**src/rtl/inst_axi_rd_bridge.sv**
```systemverilog
// Bridges the fetch stage's SRAM-like instruction port onto a read-only AXI4 master.
// Single-beat, in-order reads on one fixed ARID, with up to MAX_OUT requests in flight.
module inst_axi_rd_bridge #(
  parameter logic [3:0] ARID    = 4'd0,
  parameter int         MAX_OUT = 4,
  parameter int         R_REG   = 0
) (
  input  logic        clk,
  input  logic        reset,
  input  logic        inst_sram_req,
  input  logic        inst_sram_wr,
  input  logic [1:0]  inst_sram_size,
  input  logic [31:0] inst_sram_addr,
  input  logic [3:0]  inst_sram_wstrb,
  input  logic [31:0] inst_sram_wdata,
  output logic        inst_sram_addr_ok,
  output logic        inst_sram_data_ok,
  output logic [31:0] inst_sram_rdata,
  output logic [3:0]  arid,
  output logic [31:0] araddr,
  output logic [7:0]  arlen,
  output logic [2:0]  arsize,
  output logic [1:0]  arburst,
  output logic [1:0]  arlock,
  output logic [3:0]  arcache,
  output logic [2:0]  arprot,
  output logic        arvalid,
  input  logic        arready,
  input  logic [3:0]  rid,
  input  logic [31:0] rdata,
  input  logic [1:0]  rresp,
  input  logic        rlast,
  input  logic        rvalid,
  output logic        rready,
  output logic        rresp_err
);

  typedef enum logic {IDLE, SEND} state_t;

  localparam logic [2:0] MAX_CNT = 3'(MAX_OUT);

  state_t     state;
  logic [2:0] cnt;
  logic       r_hs;
  logic       unused;

  assign arid    = ARID;
  assign arlen   = 8'd0;
  assign arburst = 2'b01;
  assign arlock  = 2'b00;
  assign arcache = 4'd0;
  assign arprot  = 3'd0;

  assign unused = ^{inst_sram_wr, inst_sram_wstrb, inst_sram_wdata, rid, rlast};

  // The request waiting in the AR register was counted in cnt when accepted,
  // and nothing is ever accepted in SEND, so cnt alone bounds the total.
  assign inst_sram_addr_ok = (state == IDLE) & inst_sram_req & (cnt < MAX_CNT);
  assign r_hs              = rvalid & rready;

  // NOTE: sequential state uses non-blocking (<=) so every flop samples pre-edge values.
  always_ff @(posedge clk) begin
    if (reset) begin
      state   <= IDLE;
      arvalid <= 1'b0;
      araddr  <= 32'd0;
      arsize  <= 3'd0;
    end else begin
      case (state)
        IDLE: if (inst_sram_addr_ok) begin
          state   <= SEND;
          arvalid <= 1'b1;
          araddr  <= inst_sram_addr;
          arsize  <= {1'b0, inst_sram_size};
        end
        SEND: if (arready) begin
          state   <= IDLE;
          arvalid <= 1'b0;
        end
      endcase
    end
  end

  always_ff @(posedge clk) begin
    if (reset) begin
      cnt <= 3'd0;
    end else begin
      case ({inst_sram_addr_ok, inst_sram_data_ok})
        2'b10:   cnt <= cnt + 3'd1;
        2'b01:   cnt <= cnt - 3'd1;
        default: cnt <= cnt;
      endcase
    end
  end

  always_ff @(posedge clk) begin
    if (reset)                    rresp_err <= 1'b0;
    else if (r_hs && rresp != 2'b00) rresp_err <= 1'b1;
  end

  generate
    if (R_REG != 0) begin : g_rreg
      logic        hold_full;
      logic [31:0] hold_data;

      // The holding register drains every cycle, so it never blocks a new beat
      // in practice; the guard keeps that true if the drain ever becomes stallable.
      assign rready            = (cnt != 3'd0) & ~(hold_full & ~inst_sram_data_ok);
      assign inst_sram_data_ok = hold_full;
      assign inst_sram_rdata   = hold_data;

      always_ff @(posedge clk) begin
        if (reset) begin
          hold_full <= 1'b0;
          hold_data <= 32'd0;
        end else begin
          hold_full <= r_hs;
          if (r_hs) hold_data <= rdata;
        end
      end
    end else begin : g_rcomb
      assign rready            = (cnt != 3'd0);
      assign inst_sram_data_ok = r_hs;
      assign inst_sram_rdata   = rdata;
    end
  endgenerate

endmodule

```
**config.mk**
```make
export PLATFORM = sky130hd
export DESIGN_NAME = inst_axi_rd_bridge
export DESIGN_NICKNAME = d
export VERILOG_FILES = /design/src/rtl/inst_axi_rd_bridge.sv
export SDC_FILE = /design/constraint.sdc
export NUM_CORES = 1
export LEC_CHECK = 0
export ABC_AREA = 1
export CORE_MARGIN = 3
export CORE_UTILIZATION = 28
export CTS_CLUSTER_SIZE = 24
export DETAILED_ROUTE_END_ITERATION = 8
export PLACE_DENSITY = 0.8
export SYNTH_ARGS = -nofsm -noshare
export SYNTH_HDL_FRONTEND = slang
export SYNTH_SLANG_ARGS = --single-unit
```
**constraint.sdc**
```tcl
create_clock -name clk -period 2 [get_ports clk]
set_clock_uncertainty 0.1 [all_clocks]
set_input_delay 0.4 -clock clk [delete_from_list [all_inputs] [get_ports clk]]
set_output_delay 0.4 -clock clk [all_outputs]
set_load 0.01 [all_outputs]
```
Yosys cells after proc, flatten, opt, wreduce, memory -nomap -nowiden
Cells that the tools add are included.

$add $sub $neg: 2. Multiply operators: 0. Divide/modulo/power cells: 0. Order comparisons: 1. Equality and inequality tests: 4. Shifts and indexed selects: 0. Mux-type cells: 7. Bitwise operators: 4. Reductions and logical operators: 6.

Operators by type and width (count): 3-bit one-hot mux with 2 select lines (1); 1-bit two-way mux (4); 2-bit inequality test (second input constant) (2); 1-bit one-hot mux with 2 select lines (2); 2-bit AND reduction (2); 2-bit nonzero test (2); 3-bit by 1-bit adder with 3-bit output (second input constant) (1); 1-bit AND (3); 3-bit less-than comparator (second input constant) (1); 3-bit nonzero test (1); 3-bit by 1-bit subtractor with 3-bit output (second input constant) (1); 2-bit by 1-bit == test with 1-bit output (second input constant) (1); 2-bit == test (second input constant) (1); 1-bit logical AND (1); 1-bit inverter (1).

Flip-flop bits (word level): 40. Latch bits: 0. RAM bits: 0. ROM bits: 0. Input bits: 115. Output and inout port bits: 95. Word-level logic and storage cells: 30. Memories kept: 0.

Longest topological paths before layout
Word-level depth: 5. Gate-level depth with buffers: 13. Depth with buffers taken out: 12.

Worst setup path before layout
No wires, ideal clock.

Path type: flip-flop to flip-flop. Start point: register cnt[2]. End point: register cnt[2]. Setup time: 110 ps. Arrival: 1618 ps. Required time: 1790 ps. Setup slack: 173 ps. Stages on the path, launching flop included: 13. Path buffers: 0. Clock period less this slack: 1827 ps. Path through: dfxtp_1 inv_2 nand3_1 and2_1 ha_1 inv_1 fa_1 inv_1 nand2_1 nand3_1 nand2_1 inv_1 nor2_1.

Longest elaborated chain between the ends: 4.

RTL lines: start: declaration (RTL line 43) `logic [2:0] cnt;`; start signal: assignment (RTL line 89) `2'b10: cnt <= cnt + 3'd1;`; start signal: assignment (RTL line 90) `2'b01: cnt <= cnt - 3'd1;`; start signal: assignment (RTL line 91) `default: cnt <= cnt;`; 3-bit nonzero test * (RTL line 122) `assign rready = (cnt != 3'd0);`; net rready (RTL line 34) `output logic rready,`; 1-bit AND * (RTL line 59) `assign r_hs = rvalid & rready;`; net inst_sram_data_ok (RTL line 17) `output logic inst_sram_data_ok,`; 2-bit by 1-bit == test with 1-bit output / 2-bit == test (equally long branches) (RTL line 88) `case ({inst_sram_addr_ok, inst_sram_data_ok})`; 3-bit one-hot mux with 2 select lines / 2-bit nonzero test (equally long branches).

Mark *: on every way through the listed nets, which the timed path passes. The rest lies on a longest branch. A chain may end at the register's enable or synchronous reset.

Worst setup path after layout
Start point: register cnt[2]. End point: output port rready.

Longest elaborated chain between the ends: 1.

RTL lines (RTL line): 3-bit nonzero test (122); end: declaration (34).

No other way between the ends.

==> insert_results.sql <==
INSERT INTO impl_metrics (metric_group, metric, value, unit) VALUES
('run_status', 'status', 'finished clean', ''),
('detailed_routing', 'drc', '0', ''),
('min_path', 'worstHoldPathCells', '2', ''),
('logic_synthesis', 'syn_area', '0.001938', 'mm²'),
('min_path', 'worst_hold_startpoint', 'rresp_err$_SDFFE_PP0P_', ''),
('grt', 'grt_pass1_wl', '6099', 'µm'),
('pwr', 'pwr_density_cell', '1038', 'mW/mm²'),
('timing', 'final.period_utilization', '94.37', '%'),
('final_layout', 'fillers', '683', ''),
('logic_synthesis', 'post_synthesis_cell_type_count', '21', ''),
('worst_setup_path', 'cpMaxStageDelayCell', 'sky130_fd_sc_hd__clkdlybuf4s50_1', ''),
('pwr', 'total_power', '2.617', 'mW'),
('timing', 'report.final.setup_viol', '0', ''),
('clock_tree', 'cts-buffers-inserted', '5', ''),
('place', 'placedCellCount', '361', ''),
('clock_tree', 'clock_sink_count', '40', ''),
('clock_tree', 'cts_setup_buffers', '0', ''),
('detailed_routing', 'totalWireLength', '4115', 'µm'),
('clock_tree', 'cts_tree', 'done', ''),
('worst_setup_path', 'r2r.worst_path.cells', '11', ''),
('grt', 'grt_pass1_vias', '1363', ''),
('worst_setup_path', 'worstSetupPathType', 'reg -> out', ''),
('final_layout', 'final_layout_size_suffix_gt1_share', '6.186', '%'),
('final_layout', 'layout_common_cells', 'sky130_fd_sc_hd__clkdlybuf4s50_1 (77), sky130_fd_sc_hd__nor2_1 (69), sky130_fd_sc_hd__dfxtp_1 (40), sky130_fd_sc_hd__o21ai_1 (25), sky130_fd_sc_hd__conb_1 (24)', ''),
('timing', 'total_negative_slack', '0', 'ns'),
('timing', 'unrepaired_setup_endpoints_after_global_routing', 'no', ''),
('worst_setup_path', 'critical_path_arrival', '1.39', 'ns'),
('timing', 'finalCriticalPeriod', '1.887', 'ns'),
('worst_setup_path', 'reg2reg_setup_slack', '0.16', 'ns'),
('clock_tree', 'h-tree-depth', '2', ''),
('detailed_routing', 'route.met2.wl', '1909', 'µm'),
('place', 'placement.io_buffers', '79', ''),
('clock_tree', 'clock_latency', '0.28', 'ns'),
('grt', 'global_route.usage.total', '9.943', '%'),
('timing', 'timing_hold_violations_final', '0', ''),
('detailed_routing', 'met3_length', '451', 'µm'),
('final_layout', 'final_common_cell', 'sky130_fd_sc_hd__clkdlybuf4s50_1', ''),
('timing', 'clock.fmax', '0.5298', 'GHz'),
('detailed_routing', 'detail-route-antenna-nets', '0', ''),
('floorplanning', 'start_util', '29.67', '%'),
('clock_tree', 'ctsRootBufferMaster', 'sky130_fd_sc_hd__clkbuf_8', ''),
('clock_tree', 'clk_transition_reported_paths', '0.07', 'ns'),
('worst_setup_path', 'crit_fanout', '3', ''),
('clock_tree', 'clock_path_buffers', '2', ''),
('timing', 'final_worst_path_setup_slack', '0.1125', 'ns'),
('run', 'max-cap-violations', '0', ''),
('logic_synthesis', 'synth-seq-cells', '40', ''),
('min_path', 'min_path_type', 'reg -> reg', ''),
('detailed_routing', 'routed_wire_length_per_instance', '11.18', 'µm'),
('detailed_routing', 'route.vias.total', '1530', ''),
('final_layout', 'area_growth', '30.15', '%'),
('detailed_routing', 'detail_route.vias_per_cell', '4.158', ''),
('min_path', 'worst_hold_path.endpoint', 'rresp_err$_SDFFE_PP0P_', ''),
('clock_tree', 'hold_buffers', '0', ''),
('grt', 'antenna_found_initial', '0', ''),
('floorplanning', 'core.rowCount', '29', ''),
('floorplanning', 'die_height', '89.20', 'µm'),
('worst_setup_path', 'critical_path.endpoint_type', 'output pin', ''),
('logic_synthesis', 'synth_sequential_area_ratio', '41.32', '%'),
('detailed_routing', 'drt_iter0_markers', '23', ''),
('grt', 'grt_max_degree', '35', ''),
('floorplanning', 'core-area', '0.006531', 'mm²'),
('place', 'finalWeightedCongestion', '0.6177', ''),
('logic_synthesis', 'syn_area_per_cell', '7.911', 'µm²'),
('timing', 'slew_viol_final', '0', ''),
('place', 'detailed_place_hpwl', '2971', 'µm'),
('final_layout', 'nNetsFinal', '408', ''),
('worst_setup_path', 'required_time_reported_for_the_critical_path_endpoint', '1.50', 'ns'),
('floorplanning', 'design.die.area', '0.007956', 'mm²'),
('detailed_routing', 'maxUsedRoutingLayer', 'met4', ''),
('worst_setup_path', 'critical_path.startpoint_type', 'flip-flop', '');
[registers in the layout, indices dropped and copies added, names as in the netlist]
signal     flops
arsize         2
arvalid        1
rresp_err      1
araddr        32
cnt            3
state          1
[power by group]
part           leakage, nW  switching [mW]  total, mW  internal (mW)
combinational        0.680           0.534       1.06          0.529
clock               0.0410           0.263      0.500          0.237
sequential           0.332          0.0812       1.05          0.973
total                 1.05           0.878       2.62           1.74
[cells by family (layout without fill, tap and decap cells)]
logic type / after synthesis / in the layout / synth area share [%]
fa+ha+maj: 2 / 2 / 1.678
buf+inv: 78 / 102 / 28.41
flops: 40 / 40 / 41.32
compound gates: 42 / 42 / 11.23
other cells: 2 / 24 / 0.3875
simple gates: 81 / 81 / 16.98
[critical path: cells and delay by family, from the launching register on]
family	cells	cell delay [ns]
simple gates	1	0.13
flops	1	0.35
buf+inv	2	0.63
[layout make-up]
class / count / area [µm²] / area share [%]
Sequential cell: 40 / 800.8 / 31.75
Multi-Input combinational cell: 149 / 669.4 / 26.54
Inverter: 12 / 47.55 / 1.885
Timing Repair Buffer: 83 / 830.8 / 32.94
Clock inverter: 1 / 5.005 / 0.1984
Clock buffer: 6 / 72.57 / 2.877
Tap cell: 77 / 96.34 / 3.819
[synth_stat cells]
master | instances | area share [%]
sky130_fd_sc_hd__a21oi_1 | 5 | 1.3
sky130_fd_sc_hd__and2_1 | 1 | 0.32
sky130_fd_sc_hd__buf_2 | 3 | 0.77
sky130_fd_sc_hd__buf_4 | 59 | 23
sky130_fd_sc_hd__buf_6 | 4 | 2.3
sky130_fd_sc_hd__conb_1 | 2 | 0.39
sky130_fd_sc_hd__dfxtp_1 | 40 | 41
sky130_fd_sc_hd__fa_1 | 1 | 1.0
sky130_fd_sc_hd__ha_1 | 1 | 0.65
sky130_fd_sc_hd__inv_1 | 8 | 1.5
sky130_fd_sc_hd__inv_2 | 3 | 0.58
sky130_fd_sc_hd__inv_4 | 1 | 0.32
sky130_fd_sc_hd__nand2_1 | 5 | 0.97
sky130_fd_sc_hd__nand3_1 | 3 | 0.77
sky130_fd_sc_hd__nand3_4 | 1 | 0.90
sky130_fd_sc_hd__nand4_1 | 1 | 0.32
sky130_fd_sc_hd__nor2_1 | 69 | 13
sky130_fd_sc_hd__o21ai_0 | 10 | 2.6
sky130_fd_sc_hd__o21ai_1 | 25 | 6.5
sky130_fd_sc_hd__o21ai_2 | 2 | 0.90
sky130_fd_sc_hd__or2_2 | 1 | 0.32
[metal layers]
layer	vias to the layer above	global-route usage, %
met5	-	0
met4	0	3.112
met3	8	4.240
met2	83	17.95
met1	665	10.40
li1	774	-
[per-stage QoR]
stage / instance area, µm² / hold WS, ns / util [%]
6_report: 2522 / 0.3489 / 38.62
5_1_grt: 2522 / 0.3710 / 38.62
4_1_cts: 2522 / 0.3519 / 38.62
3_5_place_dp: 2447 / 0.3408 / 37.47
3_3_place_gp: 2447 / 0.3354 / 37.47
2_1_floorplan: 2021 / 0.3493 / -
[how the worst max path moves through the flow]
stage / from / to / slack, ns / cells after the start
final: cnt[2]$_SDFFE_PP0P_ / rready / 0.11 / 3
after floorplan: cnt[2]$_SDFFE_PP0P_ / cnt[2]$_SDFFE_PP0P_ / 0.17 / 12
after global placement: rvalid / cnt[2]$_SDFFE_PP0P_ / -0.13 / 11
after global routing: cnt[2]$_SDFFE_PP0P_ / cnt[2]$_SDFFE_PP0P_ / 0.02 / 11
after CTS: cnt[2]$_SDFFE_PP0P_ / rready / 0.08 / 3
after detailed placement: rvalid / cnt[2]$_SDFFE_PP0P_ / -0.18 / 10
(Power assumes the default switching activity.)
